==> config.mk <==
export PLATFORM = sky130hd
export DESIGN_NAME = ex_stage
export DESIGN_NICKNAME = d
export VERILOG_FILES = /design/src/rtl/ex_pkg.sv /design/src/rtl/ex_stage_alu.sv /design/src/rtl/ex_stage.sv
export SDC_FILE = /design/constraint.sdc
export NUM_CORES = 1
export LEC_CHECK = 0
export CAP_MARGIN = 20
export CORE_MARGIN = 4
export CORE_UTILIZATION = 25
export DETAILED_ROUTE_END_ITERATION = 6
export RECOVER_POWER = 50
export SYNTH_ARGS = -nofsm -noshare
export SYNTH_HDL_FRONTEND = slang
export SYNTH_SLANG_ARGS = --single-unit
==> constraint.sdc <==
create_clock -name clk -period 5.3 [get_ports clk]
set_clock_uncertainty 0.2 [all_clocks]
set_input_delay 1.06 -clock clk [delete_from_list [all_inputs] [get_ports clk]]
set_output_delay 1.06 -clock clk [all_outputs]
set_load 0.005 [all_outputs]
==> src/rtl/ex_pkg.sv <==
// Shared encodings for the execute stage: ALU select codes, aluop codes and funct codes.
package ex_pkg;

    typedef enum logic [2:0] {
        ALU_AND = 3'b000,
        ALU_OR  = 3'b001,
        ALU_ADD = 3'b010,
        ALU_SUB = 3'b110,
        ALU_SLT = 3'b111
    } alu_sel_e;

    localparam logic [1:0] ALUOP_ADD   = 2'b00;
    localparam logic [1:0] ALUOP_SUB   = 2'b01;
    localparam logic [1:0] ALUOP_FUNCT = 2'b10;
    localparam logic [1:0] ALUOP_OR    = 2'b11;

    localparam logic [5:0] FUNCT_ADD = 6'b100000;
    localparam logic [5:0] FUNCT_SUB = 6'b100010;
    localparam logic [5:0] FUNCT_AND = 6'b100100;
    localparam logic [5:0] FUNCT_OR  = 6'b100101;
    localparam logic [5:0] FUNCT_SLT = 6'b101010;

endpackage

==> src/rtl/ex_stage_alu.sv <==
// Team ALU: purely combinational datapath selected by an alu_sel_e code.
module ex_stage_alu
    import ex_pkg::*;
#(
    parameter int WIDTH = 32
) (
    input  alu_sel_e           sel,
    input  logic [WIDTH-1:0]   a,
    input  logic [WIDTH-1:0]   b,
    output logic [WIDTH-1:0]   result
);

    // Select the operation; add/sub wrap naturally, slt is a signed compare.
    always_comb begin
        result = '0;
        case (sel)
            ALU_AND: result = a & b;
            ALU_OR:  result = a | b;
            ALU_ADD: result = a + b;
            ALU_SUB: result = a - b;
            ALU_SLT: result = {{(WIDTH-1){1'b0}}, ($signed(a) < $signed(b))};
            default: result = '0;
        endcase
    end

endmodule

==> src/rtl/ex_stage.sv <==
// Execute stage: ID/EX entry register, ALU decode, optional operand forwarding
// (enabled by macro EX_STAGE_FWD_EN), and EX/MEM output register with a
// valid/ready handshake on both sides.
module ex_stage
    import ex_pkg::*;
#(
    parameter int WIDTH = 32
) (
    input  logic               clk,
    input  logic               rst_n,
    input  logic               id_valid,
    output logic               id_ready,
    input  logic [WIDTH-1:0]   id_rs_val,
    input  logic [WIDTH-1:0]   id_rt_val,
    input  logic [WIDTH-1:0]   id_imm,
    input  logic [4:0]         id_rs,
    input  logic [4:0]         id_rt,
    input  logic [4:0]         id_rd,
    input  logic               id_alusrc,
    input  logic [1:0]         id_aluop,
    input  logic [5:0]         id_funct,
    input  logic               id_regwrite,
    input  logic               wb_we,
    input  logic [4:0]         wb_rd,
    input  logic [WIDTH-1:0]   wb_data,
    output logic               ex_valid,
    input  logic               mem_ready,
    output logic [WIDTH-1:0]   ex_result,
    output logic               ex_zero,
    output logic [4:0]         ex_rd,
    output logic               ex_regwrite,
    output logic               ex_illegal
);

    logic               idex_valid;
    logic [WIDTH-1:0]   idex_rs_val;
    logic [WIDTH-1:0]   idex_rt_val;
    logic [WIDTH-1:0]   idex_imm;
    logic [4:0]         idex_rs;
    logic [4:0]         idex_rt;
    logic [4:0]         idex_rd;
    logic               idex_alusrc;
    logic [1:0]         idex_aluop;
    logic [5:0]         idex_funct;
    logic               idex_regwrite;

    logic               advance;
    logic               accept;
    logic [WIDTH-1:0]   fwd_rs;
    logic [WIDTH-1:0]   fwd_rt;
    logic [WIDTH-1:0]   op_b;
    alu_sel_e           alu_sel;
    logic               illegal;
    logic [WIDTH-1:0]   alu_result;
    logic [WIDTH-1:0]   result_d;

    assign advance  = idex_valid && (!ex_valid || mem_ready);
    assign id_ready = !idex_valid || advance;
    assign accept   = id_valid && id_ready;

    // ID/EX entry register: filled on acceptance, emptied when its entry moves on.
    always_ff @(posedge clk or negedge rst_n) begin
        if (!rst_n) begin
            idex_valid    <= 1'b0;
            idex_rs_val   <= '0;
            idex_rt_val   <= '0;
            idex_imm      <= '0;
            idex_rs       <= 5'd0;
            idex_rt       <= 5'd0;
            idex_rd       <= 5'd0;
            idex_alusrc   <= 1'b0;
            idex_aluop    <= 2'b00;
            idex_funct    <= 6'd0;
            idex_regwrite <= 1'b0;
        end else if (accept) begin
            idex_valid    <= 1'b1;
            idex_rs_val   <= id_rs_val;
            idex_rt_val   <= id_rt_val;
            idex_imm      <= id_imm;
            idex_rs       <= id_rs;
            idex_rt       <= id_rt;
            idex_rd       <= id_rd;
            idex_alusrc   <= id_alusrc;
            idex_aluop    <= id_aluop;
            idex_funct    <= id_funct;
            idex_regwrite <= id_regwrite;
        end else if (advance) begin
            idex_valid    <= 1'b0;
        end
    end

`ifdef EX_STAGE_FWD_EN
    // Pick the freshest rs value: the result sitting in EX/MEM beats the writeback bus.
    always_comb begin
        fwd_rs = idex_rs_val;
        if (ex_valid && ex_regwrite && (ex_rd != 5'd0) && (ex_rd == idex_rs)) begin
            fwd_rs = ex_result;
        end else if (wb_we && (wb_rd != 5'd0) && (wb_rd == idex_rs)) begin
            fwd_rs = wb_data;
        end
    end

    // Same priority for rt.
    always_comb begin
        fwd_rt = idex_rt_val;
        if (ex_valid && ex_regwrite && (ex_rd != 5'd0) && (ex_rd == idex_rt)) begin
            fwd_rt = ex_result;
        end else if (wb_we && (wb_rd != 5'd0) && (wb_rd == idex_rt)) begin
            fwd_rt = wb_data;
        end
    end
`else
    // Without forwarding the captured operands are used as-is and the bypass is ignored.
    logic unused_fwd;
    assign unused_fwd = ^{wb_we, wb_rd, wb_data, idex_rs, idex_rt};
    assign fwd_rs     = idex_rs_val;
    assign fwd_rt     = idex_rt_val;
`endif

    assign op_b = idex_alusrc ? idex_imm : fwd_rt;

    // Translate aluop/funct into an ALU select; unknown R-type functs are flagged illegal.
    always_comb begin
        alu_sel = ALU_ADD;
        illegal = 1'b0;
        case (idex_aluop)
            ALUOP_ADD: alu_sel = ALU_ADD;
            ALUOP_SUB: alu_sel = ALU_SUB;
            ALUOP_OR:  alu_sel = ALU_OR;
            default: begin
                case (idex_funct)
                    FUNCT_ADD: alu_sel = ALU_ADD;
                    FUNCT_SUB: alu_sel = ALU_SUB;
                    FUNCT_AND: alu_sel = ALU_AND;
                    FUNCT_OR:  alu_sel = ALU_OR;
                    FUNCT_SLT: alu_sel = ALU_SLT;
                    default:   illegal = 1'b1;
                endcase
            end
        endcase
    end

    ex_stage_alu #(.WIDTH(WIDTH)) u_alu (
        .sel    (alu_sel),
        .a      (fwd_rs),
        .b      (op_b),
        .result (alu_result)
    );

    assign result_d = illegal ? '0 : alu_result;

    // EX/MEM output register: load on advance, drain on downstream accept, hold on stall.
    always_ff @(posedge clk or negedge rst_n) begin
        if (!rst_n) begin
            ex_valid    <= 1'b0;
            ex_result   <= '0;
            ex_zero     <= 1'b0;
            ex_rd       <= 5'd0;
            ex_regwrite <= 1'b0;
            ex_illegal  <= 1'b0;
        end else if (advance) begin
            ex_valid    <= 1'b1;
            ex_result   <= result_d;
            ex_zero     <= (result_d == '0);
            ex_rd       <= idex_rd;
            ex_regwrite <= idex_regwrite && !illegal;
            ex_illegal  <= illegal;
        end else if (mem_ready) begin
            ex_valid    <= 1'b0;
        end
    end

endmodule

==> run metrics <==
startpoint types flop; Hold Slack 275.4 ps; largest net degree at the start of global routing 93; Main synth FF type dfrtp_1; first-pass GRT wire length about 60 mm; DRC viols 0; # port buffers ~160; Tcrit/Tclk final a little under 100%; die width between 200 and 250 µm; RSZ-0062 raised after global routing no; post-layout net count 1667; Global Route Usage Sum ~16%; initial antenna violation count 0; r2r setup slk between 200 and 250 ps; die area roughly 49000 µm²; post-synthesis cell count ~1.2k; Iter 0 DRT Violations about 800; crit end category flop; Req. time, crit path around 5500 ps; # hold bufs at CTS 0; Max FO, Critical Path 7; Clock transition at path regs roughly 60 ps; vias in the first global route 10.23k; vias 9936; via/cell ratio 4.936; final cell count without fillers just over 2k; Area growth syn-to-layout 26.86%; Worst-Margin Slew ~2600 ps; clk sinks roughly 150; HP Class reg2reg; final WL between 30 and 40 mm; Initial Utilization approximately a quarter; Post-synth EDFFs 0; failing checks max-capacitance violations, max-slew violations; Post-Place Cells between 1.5k and 2k; H-tree levels 4; max-cap check violation count 5; Post-DRT Antenna Nets 0; Unique masters post-synth 81; Final setup viols 0; die height around 220 µm; fillers 4751; min Tclk post-route approximately 5100 ps; Leakage approximately 0.0063 µW; DP HPWL between 20 and 30 mm; outcome finished with violations; clock latency at the later pin of the worst-skew pair between 400 and 500 ps; Power Total 6079 µW; CP Data Arrival Time about 5300 ps; worst reg2reg path depth 17; clk buf depth 2; syn nets about 1.5k; Routability Congestion between 0.9 and 1; Yosys Warn Count 0; core area about 45000 µm²; final setup TNS 0 ps; ys async rst share between 90% and 100%; worst setup path category reg2reg; WL/cell 19.06 µm; diode count 0; row count 78; Yosys reg bits about 150; clock tree from TritonCTS yes; Final Hold Viols 0; IO Pins 205; layout cells sized above 1 ~16%; Setup crit end ex_zero; final slew viol count around 260; root buffer cell clkbuf_16; first-pass detailed-route iteration total 5; headroom to the max-slew limit -73.50%; Synth Cell Area between 10000 and 15000 µm²; Pwr per Cell Area roughly 420 nW/µm²; Peak VDD IR around 370 µV; Inserted Clock Buffers 17; Max Fclk ~200 MHz; reg-to-reg startpoint idex_alusrc; Post-Syn Area per Cell 9.259 µm²; Crit. Startpoint idex_alusrc; sequential share of the synthesized area between 30 and 40%; R2R Path End ex_zero; remaining global-route overflow 0
[worst min path at each step]
stage | start | endpoint | slack [ps] | cells after the start
final | ex_result[23] | ex_result[23] | 280 | 2
after global placement | ex_result[22] | ex_result[22] | 270 | 2
after global routing | ex_result[23] | ex_result[23] | 300 | 2
after detailed placement | ex_result[25] | ex_result[25] | 270 | 2
after CTS | ex_result[25] | ex_result[25] | 290 | 2
after floorplan | ex_result[11] | ex_result[11] | 270 | 2
[metrics by stage]
| stage | util (%) | area [µm²] | worst slack [ps] |
|---|---|---|---|
| global placement | 30.76 | 13930 | 273.7 |
| detailed placement | 30.76 | 13930 | 224.4 |
| finish | 31.98 | 14480 | 201.0 |
| CTS | 32.03 | 14500 | 197.8 |
| global route | 31.98 | 14480 | 17.54 |
| floorplan | - | 11420 | 431.5 |
[cell usage after synthesis (6+ instances only)]
library cell	count	area, µm²
a31oi_1	14	87.58
a221o_1	7	70.07
nand3_1	17	85.08
o22ai_1	6	37.54
nor3_1	24	120.1
buf_2	8	40.04
o21ai_0	61	305.3
clkbuf_1	48	180.2
nor2_1	81	304.0
a211oi_1	16	120.1
ha_1	101	1264
o31ai_1	17	127.6
o211ai_1	10	75.07
nand2b_1	16	100.1
o21bai_1	8	60.06
xnor2_1	17	148.9
nand2_1	82	307.8
mux2_2	123	1385
a21oi_1	79	395.4
a221oi_1	9	78.83
nor2b_1	18	112.6
or3_1	7	43.79
o21ai_1	10	50.05
o21a_1	7	52.55
a211o_1	7	61.31
nand4_1	12	75.07
nor4_1	7	43.79
o221ai_1	6	52.55
dfrtp_1	153	3829
inv_1	105	394.1
mux2i_1	37	370.4
a21o_1	10	75.07
[cells by family after synthesis]
| family | synth area share, % |
|---|---|
| AO/OA/AOI/OAI | 18.62 |
| AND/OR/NAND/NOR | 13.59 |
| buffers and inverters | 5.842 |
| multiplexers | 15.38 |
| flip-flops | 33.54 |
| adder cells (fa/ha/maj) | 11.42 |
| XOR/XNOR | 1.611 |
[layer usage]
metal  vias up  global-route usage, %  wire length, µm
met1      4868                  20.85            18130
met2       263                  25.18            17700
met4         0                  4.782              769
met3        41                  3.853             1767
li1       4764                      -                -
met5         -                      0                0
[registers in the layout, summed over array words and instances (netlist names), 2 cells and up]
name        flops
idex_funct      6
ex_rd           5
idex_aluop      2
idex_imm       32
idex_rd         5
ex_result      32
fwd_rs         32
fwd_rt         32
[worst max-delay path, stage by stage, from the launching register on]
cell and delay [ps]:
dfrtp_2 500, mux2i_1 170, inv_1 90, ha_1 180, inv_1 60, fa_1 440, nor2b_1 170, o211ai_1 360
a21oi_1 120, buf_4 180, or4b_1 590, a311o_1 450, a21oi_1 230, o21ai_1 80, o22ai_1 220, o211ai_1 220
or4b_1 560, o41ai_2 200
[placed cells by master, fill, tap and decap left out, types with 7 or more instances in the layout]
master / synthesis / final
buf_4: 1 / 49
nand4_1: 12 / 12
nor2b_1: 18 / 18
nor2_1: 81 / 81
inv_1: 105 / 105
dfrtp_1: 153 / 152
a211o_1: 7 / 7
a211oi_1: 16 / 16
nand2_1: 82 / 82
o211ai_1: 10 / 10
a21o_1: 10 / 10
xnor2_1: 17 / 17
nand2b_1: 16 / 16
clkdlybuf4s50_1: 0 / 154
or3_1: 7 / 7
mux2i_1: 37 / 37
a221oi_1: 9 / 9
o31ai_1: 17 / 17
o21a_1: 7 / 7
ha_1: 101 / 101
clkbuf_16: 0 / 17
a31oi_1: 14 / 14
a221o_1: 7 / 7
nand3_1: 17 / 17
nor3_1: 24 / 24
o21ai_0: 61 / 61
a21oi_1: 79 / 79
mux2_2: 123 / 123
o21bai_1: 8 / 8
o21ai_1: 10 / 10
[repair_timing]
action / 4_1_cts / 5_1_grt
gates resized for setup: 0 / 2
setup buffers: 0 / 0
endpoints found under the setup margin: 0 / 1
[layout make-up]
class | instances | area, µm² | share of cell area (%)
well taps | 600 | 750.7 | 5.184
clock buffers | 19 | 432.9 | 2.989
flip-flops and latches | 153 | 3830 | 26.44
multi-input cells | 910 | 6942 | 47.93
repair buffers | 210 | 1976 | 13.64
clock inverters | 12 | 142.6 | 0.9849
inverters | 109 | 409.1 | 2.825
[power by group]
| part | switching [µW] | leakage, µW | total, µW | internal [µW] |
|---|---|---|---|---|
| clock | 541 | 0.000278 | 1240 | 698 |
| combinational | 1810 | 0.00420 | 3230 | 1420 |
| sequential | 188 | 0.00181 | 1610 | 1420 |
Note: power is estimated with default switching activity, not from simulation.
